[src/rtl/mul_pkg.sv]
// Shared types and helpers for the Booth multiplier responder.
// BOOTH_RADIX4_EN selects radix-4 recoding; radix-2 when undefined.
package mul_pkg;

  typedef enum logic [1:0] {
    IDLE = 2'b00,
    EXEC = 2'b01,
    DONE = 2'b10
  } state_t;

  // Radix-2 recode of {Q[0], q_-1}
  localparam logic [1:0] R2_ADD = 2'b01;
  localparam logic [1:0] R2_SUB = 2'b10;

  typedef enum logic [2:0] {
    SEL_ZERO = 3'd0,
    SEL_PM   = 3'd1,
    SEL_P2M  = 3'd2,
    SEL_NM   = 3'd3,
    SEL_N2M  = 3'd4
  } booth_sel_t;

`ifdef BOOTH_RADIX4_EN
  localparam int ACC_EXT = 2;
`else
  localparam int ACC_EXT = 1;
`endif

  // Radix-4 recode of {Q[1], Q[0], q_-1}
  function automatic booth_sel_t booth4_sel(input logic [2:0] bits);
    case (bits)
      3'b001, 3'b010: return SEL_PM;
      3'b011:         return SEL_P2M;
      3'b100:         return SEL_N2M;
      3'b101, 3'b110: return SEL_NM;
      default:        return SEL_ZERO;
    endcase
  endfunction

  function automatic int unsigned booth_steps(input int unsigned width);
`ifdef BOOTH_RADIX4_EN
    return width / 2;
`else
    return width;
`endif
  endfunction

endpackage

[src/rtl/booth_step.sv]
// One combinational Booth iteration: add/sub of M into A, then arithmetic shift
// of {A, Q, q_-1}. Radix set by BOOTH_RADIX4_EN.
module booth_step
  import mul_pkg::*;
#(
  parameter int WIDTH = 64,
  parameter int AW    = WIDTH + ACC_EXT
) (
  input  logic signed [AW-1:0]    acc,
  input  logic        [WIDTH-1:0] q,
  input  logic                    q_m1,
  input  logic signed [WIDTH-1:0] m,
  output logic signed [AW-1:0]    acc_nxt,
  output logic        [WIDTH-1:0] q_nxt,
  output logic                    q_m1_nxt
);

  logic signed [AW-1:0] m_ext;
  logic signed [AW-1:0] sum;

  assign m_ext = {{(AW-WIDTH){m[WIDTH-1]}}, m};

`ifdef BOOTH_RADIX4_EN
  // A carries two guard bits so that +/-2M never overflows
  always_comb begin
    sum = acc;
    case (booth4_sel({q[1:0], q_m1}))
      SEL_PM:  sum = acc + m_ext;
      SEL_P2M: sum = acc + (m_ext <<< 1);
      SEL_NM:  sum = acc - m_ext;
      SEL_N2M: sum = acc - (m_ext <<< 1);
      default: sum = acc;
    endcase
  end

  assign acc_nxt  = {{2{sum[AW-1]}}, sum[AW-1:2]};
  assign q_nxt    = {sum[1:0], q[WIDTH-1:2]};
  assign q_m1_nxt = q[1];
`else
  always_comb begin
    sum = acc;
    case ({q[0], q_m1})
      R2_ADD:  sum = acc + m_ext;
      R2_SUB:  sum = acc - m_ext;
      default: sum = acc;
    endcase
  end

  assign acc_nxt  = {sum[AW-1], sum[AW-1:1]};
  assign q_nxt    = {sum[0], q[WIDTH-1:1]};
  assign q_m1_nxt = q[0];
`endif

endmodule

[src/rtl/booth_mul_resp.sv]
// Iterative signed Booth multiplier, responder side of op_start/op_clear/op_done.
// Build option BOOTH_RADIX4_EN halves the number of EXEC cycles.
module booth_mul_resp
  import mul_pkg::*;
#(
  parameter int WIDTH = 64
) (
  input  logic                      clk,
  input  logic                      reset,
  input  logic                      op_start,
  input  logic                      op_clear,
  input  logic signed [WIDTH-1:0]   multiplicand,
  input  logic signed [WIDTH-1:0]   multiplier,
  output logic                      op_done,
  output logic signed [2*WIDTH-1:0] result
);

  localparam int AW = WIDTH + ACC_EXT;
  localparam int CW = $clog2(WIDTH + 1);
  localparam logic [CW-1:0] LAST = CW'(booth_steps(WIDTH));

  state_t state, state_nxt;

  logic [CW-1:0]              count;
  logic signed [AW-1:0]       acc, acc_step;
  logic [WIDTH-1:0]           q, q_step;
  logic                       q_m1, q_m1_step;
  logic signed [WIDTH-1:0]    m;
  logic signed [2*WIDTH-1:0]  result_r;

  booth_step #(.WIDTH(WIDTH), .AW(AW)) u_step (
    .acc      (acc),
    .q        (q),
    .q_m1     (q_m1),
    .m        (m),
    .acc_nxt  (acc_step),
    .q_nxt    (q_step),
    .q_m1_nxt (q_m1_step)
  );

  always_ff @(posedge clk) begin
    if (reset || op_clear) state <= IDLE;
    else                   state <= state_nxt;
  end

  always_comb begin
    state_nxt = state;
    case (state)
      IDLE:    if (op_start) state_nxt = EXEC;
      EXEC:    if (count == LAST) state_nxt = DONE;
      DONE:    state_nxt = DONE;
      default: state_nxt = IDLE;
    endcase
  end

  // Datapath: count reaches LAST after the final step; the following edge
  // publishes the product so latency is steps + 1 edges from the start edge.
  always_ff @(posedge clk) begin
    if (reset) begin
      count    <= '0;
      acc      <= '0;
      q        <= '0;
      q_m1     <= 1'b0;
      m        <= '0;
      result_r <= '0;
    end else if (op_clear) begin
      result_r <= '0;
    end else begin
      case (state)
        IDLE: begin
          if (op_start) begin
            m     <= multiplicand;
            q     <= multiplier;
            acc   <= '0;
            q_m1  <= 1'b0;
            count <= '0;
          end
        end
        EXEC: begin
          if (count == LAST) begin
            result_r <= {acc[WIDTH-1:0], q};
          end else begin
            acc   <= acc_step;
            q     <= q_step;
            q_m1  <= q_m1_step;
            count <= count + 1'b1;
          end
        end
        default: ;
      endcase
    end
  end

  assign op_done = (state == DONE);
  assign result  = result_r;

endmodule

[config.mk]
export PLATFORM = sky130hd
export DESIGN_NAME = booth_mul_resp
export DESIGN_NICKNAME = d
export VERILOG_FILES = /design/src/rtl/mul_pkg.sv /design/src/rtl/booth_step.sv /design/src/rtl/booth_mul_resp.sv
export SDC_FILE = /design/constraint.sdc
export NUM_CORES = 1
export LEC_CHECK = 0
export BUFFER_PORTS_ARGS = -buffer_cell sky130_fd_sc_hd__buf_4
export CAP_MARGIN = 10
export CORE_MARGIN = 2
export CORE_UTILIZATION = 55
export CTS_BUF_LIST = sky130_fd_sc_hd__clkbuf_4
export DETAILED_ROUTE_END_ITERATION = 8
export GPL_TIMING_DRIVEN = 1
export PLACE_DENSITY = 0.77
export SYNTH_ARGS = -nofsm -noshare
export SYNTH_HDL_FRONTEND = slang
export SYNTH_HIERARCHICAL = 1
export SYNTH_SLANG_ARGS = --single-unit
[constraint.sdc]
create_clock -name clk -period 10.5 [get_ports clk]
set_input_delay 2.1 -clock clk [delete_from_list [all_inputs] [get_ports clk]]
set_output_delay 2.1 -clock clk [all_outputs]
set_load 0.1 [all_outputs]
==> flow_summary.ini, run 1 <==
[status]
status = completed

[floorplan]
rows = 66
die-height_um = 186.0
io_pins = 261
initial_core_util_pct = 55.97
die_x_um = 186.0
die_area_mm2 = 0.03458
core_area_mm2 = 0.03254

[placed_design]
place_congestion = 0.9477
hpwl_mm = 35.41
io_buffer_count = 260
pre_cts_slack_ns = 4.896

[global_routing]
track_usage_pct = 28.85
grt_pass1_wl_mm = 80.39
grt_pass1_vias = 15970
grt_max_degree = 82
grt_antenna_before_repair = 1
grt.overflow.total = 0

[clock_tree]
clkTransAtPathRegs_ns = 0.07
cts_resized = 0
insertion_delay_ns = 0.80
hold_buffers = 0
cts_buffers = 86
cts_buffer_depth = 3
cts.sinks = 331
cts-root-buf = clkbuf_4
postCtsSetupBuffers = 0
cts_tree = done
cts_max_level = 3

[worst_setup_path]
timing.rr.end = acc[57]
crit_start = m[9]
worstPathMaxFanout = 10
r2r_cells = 16
crit_required_ns = 11.15
path_class = flop to flop
endpoint_kind = flop
r2r_slack_ns = 4.73
reg2reg_from = m[9]
cp.arrival_ns = 6.41
startpoint_type = flop

[drt]
drtIter0Drc = 1412
post-route-drc-count = 0
viasPerCell = 5.822
vias = 17050
routed_wirelength_mm = 51.43
firstDrtPassIters = 5
wire_per_inst_um = 17.56
postRouteAntennaNets = 0

[timing]
worst_slack_ns = 4.734
rsz0062_at_grt = false
clock.fmax_mhz = 173.4
setup-tns-final_ns = 0
finalHoldViolations = 0
worstMarginPinSlew_ns = 1.074
layout_min_cycle_time_ns = 5.766
finalSetupViolCount = 0
skew_ns = 0.05228
drv_slew = 0
relSlewSlack_pct = 28.41
finalCritPeriodShare_pct = 54.91

[yosys]
synth_area_leader_cell = dfxtp_1
yosysMostFrequentCell = nand2_1
synth_top_area_share_pct = 36.39
yosys_most_used_dff = dfxtp_1
synth_edf_count = 0
ys_warn_count = 6
async_reset_ff_share_pct = 0
ys_top_cells_by_count = nand2_1, dfxtp_1, a21oi_1
yosysUniqueCellTypes = 76
netlist_area_mm2 = 0.01821
yosysSeqAreaShare_pct = 36.39
ys_seq_elements = 331
syn-num-nets = 2498
synth_area_leaders = dfxtp_1, nand2_1, a21oi_1, ha_1, xnor2_1
netlist_instances = 2294
postSynthAreaPerCell_um2 = 7.938

[layout]
nets = 2634
fillCellCount = 2974
area_growth_pct = 14.16
drive_gt1_share_pct = 17.42

[power]
comb_power_share_pct = 17.1
peakVddDrop_mv = 0.1006
p_int_mw = 2.068
p_leak_nw = 8.194
power.share.clock_pct = 38.1
powerDensity_mw_per_mm2 = 141.0
switchingPower_mw = 0.8627
p_seq_share_pct = 44.8
switching_share_pct = 29.44

[min_path]
hp-start = result[32]
holdPathEnd = result[32]
hold_class = flop to flop
holdPathStages = 2

[run]
cap_violations = 0
==> cell families after synthesis <==
logic type / count (synthesis) / share of synthesized area [%]
AND/OR/NAND/NOR: 771 / 18.34
AO/OA/AOI/OAI: 675 / 23.84
flip-flops: 331 / 36.39
buffers and inverters: 258 / 6.960
XOR/XNOR: 117 / 5.627
adder cells (fa/ha/maj): 72 / 4.988
multiplexers: 70 / 3.855
==> worst max-delay path: stages (launching register included) <==
cell	delay (ns)
dfxtp_1	0.36
nor4_1	0.49
nand3_1	0.48
or4_1	0.70
nor3b_1	0.29
nor2_1	0.09
xnor2_1	0.16
ha_1	0.40
a21o_1	0.23
a211oi_2	0.30
a2111oi_0	0.15
a21boi_0	0.18
or4b_2	0.68
o21ai_2	0.33
o21ai_0	0.23
a221o_1	0.35
a22o_1	0.21
==> cell type report <==
type | instances | area [um^2] | area share, %
antenna | 1 | 2.502 | 0.01204
clock buffer | 124 | 930.9 | 4.478
clock inverter | 20 | 136.4 | 0.6560
inverter | 33 | 123.9 | 0.5958
multi-input combinational | 1705 | 10370 | 49.86
sequential | 331 | 6626 | 31.87
tap | 442 | 553.0 | 2.660
timing repair buffer | 273 | 2049 | 9.859
==> power groups by stage <==
stage	Clock (mW)	Sequential (mW)	Combinational, mW
floorplan	0	1.33	0.383
global placement	0	1.34	0.482
detailed placement	0	1.34	0.490
CTS	1.14	1.31	0.492
global route	1.21	1.32	0.546
finish	1.12	1.31	0.502
==> layout by cell type, fill, tap and decap left out, drive strengths merged, types with 8 or more instances in the layout <==
cell | synthesis | final
dfxtp | 331 | 331
clkbuf | 127 | 124
a21o | 46 | 46
a211oi | 9 | 9
mux2i | 69 | 69
nand2b | 10 | 10
o31ai | 9 | 9
xnor2 | 82 | 82
o2bb2ai | 65 | 65
o211ai | 8 | 8
a31oi | 13 | 13
clkinv | 0 | 14
nor4 | 15 | 15
a21oi | 301 | 301
nand3 | 17 | 17
o21bai | 10 | 10
or3 | 19 | 19
ha | 71 | 71
o21a | 8 | 8
inv | 33 | 35
xor2 | 35 | 35
a22o | 69 | 69
o21ai | 90 | 90
nor2 | 109 | 109
nand2 | 504 | 504
nand4 | 29 | 29
nor3 | 25 | 25
buf | 98 | 273
==> state kept, by name (all words and copies together), names as in the netlist <==
signal and cells:
result 128, state 2, m 64, acc 65, q 64, q_m1 1
count 7
==> stage by stage <==
stage / total power [mW] / std cells / area [um^2] / util [%] / hold WS, ns
6_report: 2.930 / 2929 / 20790 / 63.89 / 0.4515
2_1_floorplan: 1.714 / 2294 / 18210 / - / 0.4424
3_3_place_gp: 1.820 / 2784 / 19720 / 60.61 / 0.4420
3_5_place_dp: 1.829 / 2784 / 19720 / 60.61 / 0.4476
5_1_grt: 3.072 / 2929 / 20790 / 63.89 / 0.4721
4_1_cts: 2.947 / 2928 / 20790 / 63.89 / 0.4559
==> routing by layer <==
metal | part of all wire, % | GRT usage (%) | vias to the layer above
met5 | 0 | 0 | -
met4 | 1.8 | 9.512 | 0
met3 | 7.6 | 4.950 | 70
met2 | 46 | 47.57 | 681
met1 | 44 | 38.27 | 8003
li1 | - | - | 8299
==> worst max-delay path by stage <==
stage / endpoint / slack [ns] / depth (start not counted)
final: acc[57] / 4.73 / 16
after global routing: acc[57] / 4.45 / 16
after CTS: acc[57] / 4.86 / 16
after detailed placement: acc[57] / 4.90 / 16
after global placement: acc[57] / 5.05 / 16
after floorplan: acc[57] / 5.63 / 18
(Power assumes the default switching activity.)
==> run 2: changes to the inputs <==
CORE_UTILIZATION = 54   (was 55)
PLACE_DENSITY = 0.79   (was 0.77)
clock period = 5.3 ns   (was 10.5 ns; I/O delays follow)
==> run 2 against run 1 <==
  * Critical path depth increased by 1
  * Power increased by 99%
  * Core utilization decreased by 0.79 points
  * Final cell count increased by 1.2%
  * Fmax increased by 14%
  * Flip-flop and latch count unchanged
  * Routed wire length increased by 0.25%
==> flow_summary.ini, run 2 (synthesized netlist as in run 1, its figures left out) <==
[status]
status = completed

[worst_setup_path]
startpoint_type = flop
endpoint_kind = flop
path_delay_family = simple AND/OR/NAND/NOR gates
path_class = flop to flop
cp_num_buf_inv = 0
cp.arrival_ns = 5.71
critical_path.max_stage_delay_ns = 0.69
crit_required_ns = 5.95
worstPathMaxFanout = 5
crit_chain = nor4_4, nand2_1, or2_1, or4_4, nor3b_2, nor2_1, xnor2_1, ha_1, a21o_1, a211oi_2, a2111oi_0, a21boi_1, or4b_2, o21ai_4, o21ai_0, a221o_1, a22o_1
slowest_stage = or4b_2

[timing]
finalHoldViolations = 0
setup-tns-final_ns = 0
finalSetupViolCount = 0
finalCritPeriodShare_pct = 95.47
relSlewSlack_pct = 25.53
drv_slew = 0
worstMarginPinSlew_ns = 1.117
skew_ns = 0.04414
layout_min_cycle_time_ns = 5.060
worst_slack_ns = 0.2401
holdWs_ns = 0.4444
rsz0062_at_grt = false
clock.fmax_mhz = 197.6

[placed_design]
place_congestion = 0.9316
placement.cell_area_mm2 = 0.01989
pre_cts_slack_ns = 0.1008
io_buffer_count = 260
hpwl_mm = 35.83

[layout]
drive_gt1_share_pct = 18.53
final_util_pct = 63.10
largest_reg_flops = 128
fin_area_mm2 = 0.02105
area_growth_pct = 15.62
final_common_cell = nand2_1
nets = 2657
layout_common_cells = nand2_1, dfxtp_1, a21oi_1, buf_4, clkbuf_4

[floorplan]
die_area_mm2 = 0.03521
rows = 67
die-height_um = 187.6
die_x_um = 187.6
initial_core_util_pct = 54.58
io_pins = 261
core_area_mm2 = 0.03336

[power]
p_leak_nw = 8.327
peakVddDrop_mv = 0.1682
powerDensity_mw_per_mm2 = 277.4

[drt]
routed_wirelength_mm = 51.56
viasPerCell = 5.798
firstDrtPassIters = 5
drtIter0Drc = 1377
vias = 17190
postRouteAntennaNets = 0
wire_per_inst_um = 17.40
post-route-drc-count = 0

[global_routing]
grt_max_degree = 134
grt.overflow.total = 0
grt_antenna_before_repair = 1
track_usage_pct = 28.50
grt_pass1_wl_mm = 82.49
grt_pass1_vias = 16480

[clock_tree]
cts-root-buf = clkbuf_4
postCtsSetupBuffers = 0
cts_tree = done
cts_max_level = 3
cts_buffer_depth = 3
insertion_delay_ns = 0.78
clkTransAtPathRegs_ns = 0.06
cts_buffers = 89
cts.sinks = 331

[min_path]
hold_class = flop to flop

[run]
cap_violations = 0
run 2: per-stage QoR:
step	std cells	total power [mW]
after floorplan	2294	3.396
after global placement	2810	3.623
after detailed placement	2810	3.649
after CTS	2963	5.871
after global routing	2964	6.132
final	2964	5.840
run 2: cell type report:
| class | count | area [um^2] |
|---|---|---|
| Sequential cell | 331 | 6626 |
| Multi-Input combinational cell | 1705 | 10440 |
| Tap cell | 448 | 560.5 |
| Inverter | 33 | 123.9 |
| Timing Repair Buffer | 293 | 2212 |
| Clock buffer | 129 | 968.4 |
| Antenna cell | 1 | 2.502 |
| Clock inverter | 24 | 125.1 |
| Fill cell | 2963 | 12310 |
run 2: metal layers:
metal  vias to the layer above  GRT usage (%)  part of all wire, %
met5                         -              0                    0
met4                         0          11.72                  2.7
met3                       100          4.548                  7.1
met2                       657          46.48                   45
met1                      8080          37.63                   45
li1                       8348              -                    -
run 2: what timing repair did:
action / CTS / global route
endpoints found under the hold margin: 0 / 0
hold buffers: 0 / 0
setup endpoints to repair: 0 / 16
gates resized for setup: 0 / 13
run 2: path summary, 6_finish.rpt:
check / endpoint / startpoint / cells after the start / slack [ns]
worst min register to register: result[26] / q[26] / 2 / 0.44
worst max register to register: acc[57] / m[5] / 17 / 0.24
worst max-delay path: acc[57] / m[5] / 17 / 0.24
worst min-delay path: result[26] / q[26] / 2 / 0.44
run 2: worst register-to-register path, stage by stage, from the launching register on:
cell and delay (ns):
dfxtp_1 0.38, nor4_4 0.32, nand2_1 0.11, or2_1 0.28, or4_4 0.60, nor3b_2 0.21
nor2_1 0.07, xnor2_1 0.14, ha_1 0.30, a21o_1 0.20, a211oi_2 0.30, a2111oi_0 0.15
a21boi_1 0.18, or4b_2 0.69, o21ai_4 0.22, o21ai_0 0.23, a221o_1 0.35, a22o_1 0.20
run 2: report_power, final:
| group | internal (mW) | switching [mW] | total (mW) |
|---|---|---|---|
| logic | 0.414 | 0.609 | 1.02 |
| registers | 2.54 | 0.0600 | 2.60 |
| clock network | 1.16 | 1.06 | 2.21 |
==> run 3: changes to the inputs <==
CORE_UTILIZATION = 55   (was 54)
PLACE_DENSITY = 0.77   (was 0.79)
clock period = 4.9 ns   (was 5.3 ns; I/O delays follow)
==> run 3 against run 2 <==
  * Fmax grew 6.4%
  * Global-route usage is 0.77 points higher
  * Sequential share of layout area is 1.5 points lower
  * Critical endpoint is now acc[61]
==> flow_summary.ini, run 3 (synthesized netlist as in run 1, its figures left out) <==
[min_path]
holdPathStages = 2
hp-start = result[75]
holdPathEnd = result[75]
hold_class = flop to flop

[drt]
post-route-drc-count = 0
wire_per_inst_um = 17.16
vias = 17510
drtIter0Drc = 1158
viasPerCell = 5.745
routed_wirelength_mm = 52.27
firstDrtPassIters = 5
postRouteAntennaNets = 0

[worst_setup_path]
startpoint_type = flop
timing.rr.end = acc[61]
worstPathMaxFanout = 7
endpoint_kind = flop
path_class = flop to flop
reg2reg_from = m[1]
r2r_cells = 21
crit_required_ns = 5.55
r2r_slack_ns = 0.14
cp.arrival_ns = 5.41

[clock_tree]
clkTransAtPathRegs_ns = 0.06
cts_max_level = 3
cts_buffer_depth = 3
cts-root-buf = clkbuf_4
cts_tree = done
cts_buffers = 89
cts.sinks = 331
insertion_delay_ns = 0.77
hold_buffers = 0

[layout]
largest_reg_flops = 128
fin_area_mm2 = 0.02208
final_util_pct = 67.87
drive_gt1_share_pct = 23.12
layout_common_cells = nand2_1, buf_4, dfxtp_1, a21oi_1, clkbuf_4
nets = 2747
final_common_cell = nand2_1
area_growth_pct = 21.27

[global_routing]
grt_pass1_vias = 16420
grt.overflow.total = 0
grt_max_degree = 97
track_usage_pct = 29.26
grt_antenna_before_repair = 1
grt_pass1_wl_mm = 81.61

[timing]
relSlewSlack_pct = 26.80
clock.fmax_mhz = 210.3
layout_min_cycle_time_ns = 4.756
worstMarginPinSlew_ns = 1.098
finalSetupViolCount = 0
finalHoldViolations = 0
rsz0062_at_grt = true
worst_slack_ns = 0.1444
skew_ns = 0.04933
drv_slew = 0
finalCritPeriodShare_pct = 97.05

[status]
status = completed

[power]
p_int_mw = 4.801
p_leak_nw = 8.888
p_seq_share_pct = 41.8
switchingPower_mw = 1.910
peakVddDrop_mv = 0.3196
finalPower_mw = 6.711
power.share.clock_pct = 39.8
switching_share_pct = 28.46
comb_power_share_pct = 18.4
powerDensity_mw_per_mm2 = 303.9

[placed_design]
place_congestion = 0.9982
io_buffer_count = 260
hpwl_mm = 36.50
pre_cts_slack_ns = -0.2212
placement.cell_area_mm2 = 0.02049

[floorplan]
io_pins = 261
die-height_um = 186.0
die_area_mm2 = 0.03458
initial_core_util_pct = 55.97
rows = 66
die_x_um = 186.0
core_area_mm2 = 0.03254

[run]
cap_violations = 0
## run 3: cell types whose count changed in the layout (fill, tap and decap cells not counted), sizes merged
cell and change:
bufinv +6, buf +90, clkbuf -7
## run 3: stage by stage
step,setup TNS [ns],hold slack [ns],cells
after floorplan,0,0.4424,2294
after global placement,-0.3470,0.4421,2887
after detailed placement,-0.6745,0.4470,2887
after CTS,0,0.3955,3041
after global routing,-0.07024,0.4380,3047
final,0,0.4515,3047
## run 3: cell type report
| type | instances | area, um^2 |
|---|---|---|
| diodes | 1 | 2.502 |
| clock buffers | 122 | 915.9 |
| clock inverters | 30 | 312.8 |
| fillers | 2765 | 10450 |
| inverters | 33 | 123.9 |
| multi-input cells | 1705 | 10660 |
| flip-flops and latches | 331 | 6628 |
| well taps | 442 | 553.0 |
| repair buffers | 383 | 2883 |
## run 3: power by group through the flow
stage	sequential (mW)	combinational (mW)	clock, mW
6_report	2.81	1.24	2.67
3_5_place_dp	2.86	1.16	0
2_1_floorplan	2.85	0.820	0
5_1_grt	2.81	1.34	2.88
3_3_place_gp	2.86	1.14	0
4_1_cts	2.80	1.17	2.73
## run 3: worst max path at each step
| stage | startpoint | to | depth (start not counted) |
|---|---|---|---|
| 3_5_place_dp | m[5] | acc[57] | 17 |
| 2_1_floorplan | m[17] | acc[57] | 18 |
| 5_1_grt | m[5] | acc[40] | 18 |
| 3_3_place_gp | m[5] | acc[57] | 17 |
| 6_report | m[1] | acc[61] | 21 |
| 4_1_cts | m[5] | acc[58] | 21 |
## run 3: timing repair
item / CTS / global route
gates resized for setup: 7 / 64
pin swaps: 5 / 33
endpoints found under the setup margin: 7 / 25
buffers inserted: 2 / 5
## run 3: critical path, stage by stage (launching register included)
cell and delay (ns):
dfxtp_1 0.31, nor3_1 0.19, buf_4 0.16, nand2_1 0.07, or2_1 0.28, buf_4 0.20
nor4_2 0.30, buf_4 0.20, and3_1 0.20, buf_4 0.13, nand2_1 0.09, nor2_1 0.16
nor2_1 0.08, xnor2_1 0.19, ha_2 0.43, nand4_1 0.12, or3_1 0.42, or4_1 0.45
o21ai_0 0.21, xnor2_1 0.13, o21ai_0 0.09, a22o_1 0.23
## run 3: layer usage
layer | vias to the layer above | part of all wire [%] | track usage (%)
met5 | - | 0 | 0
met4 | 0 | 2.7 | 11.78
met3 | 105 | 7.6 | 5.204
met2 | 657 | 45 | 46.99
met1 | 8190 | 45 | 38.92
li1 | 8554 | - | -
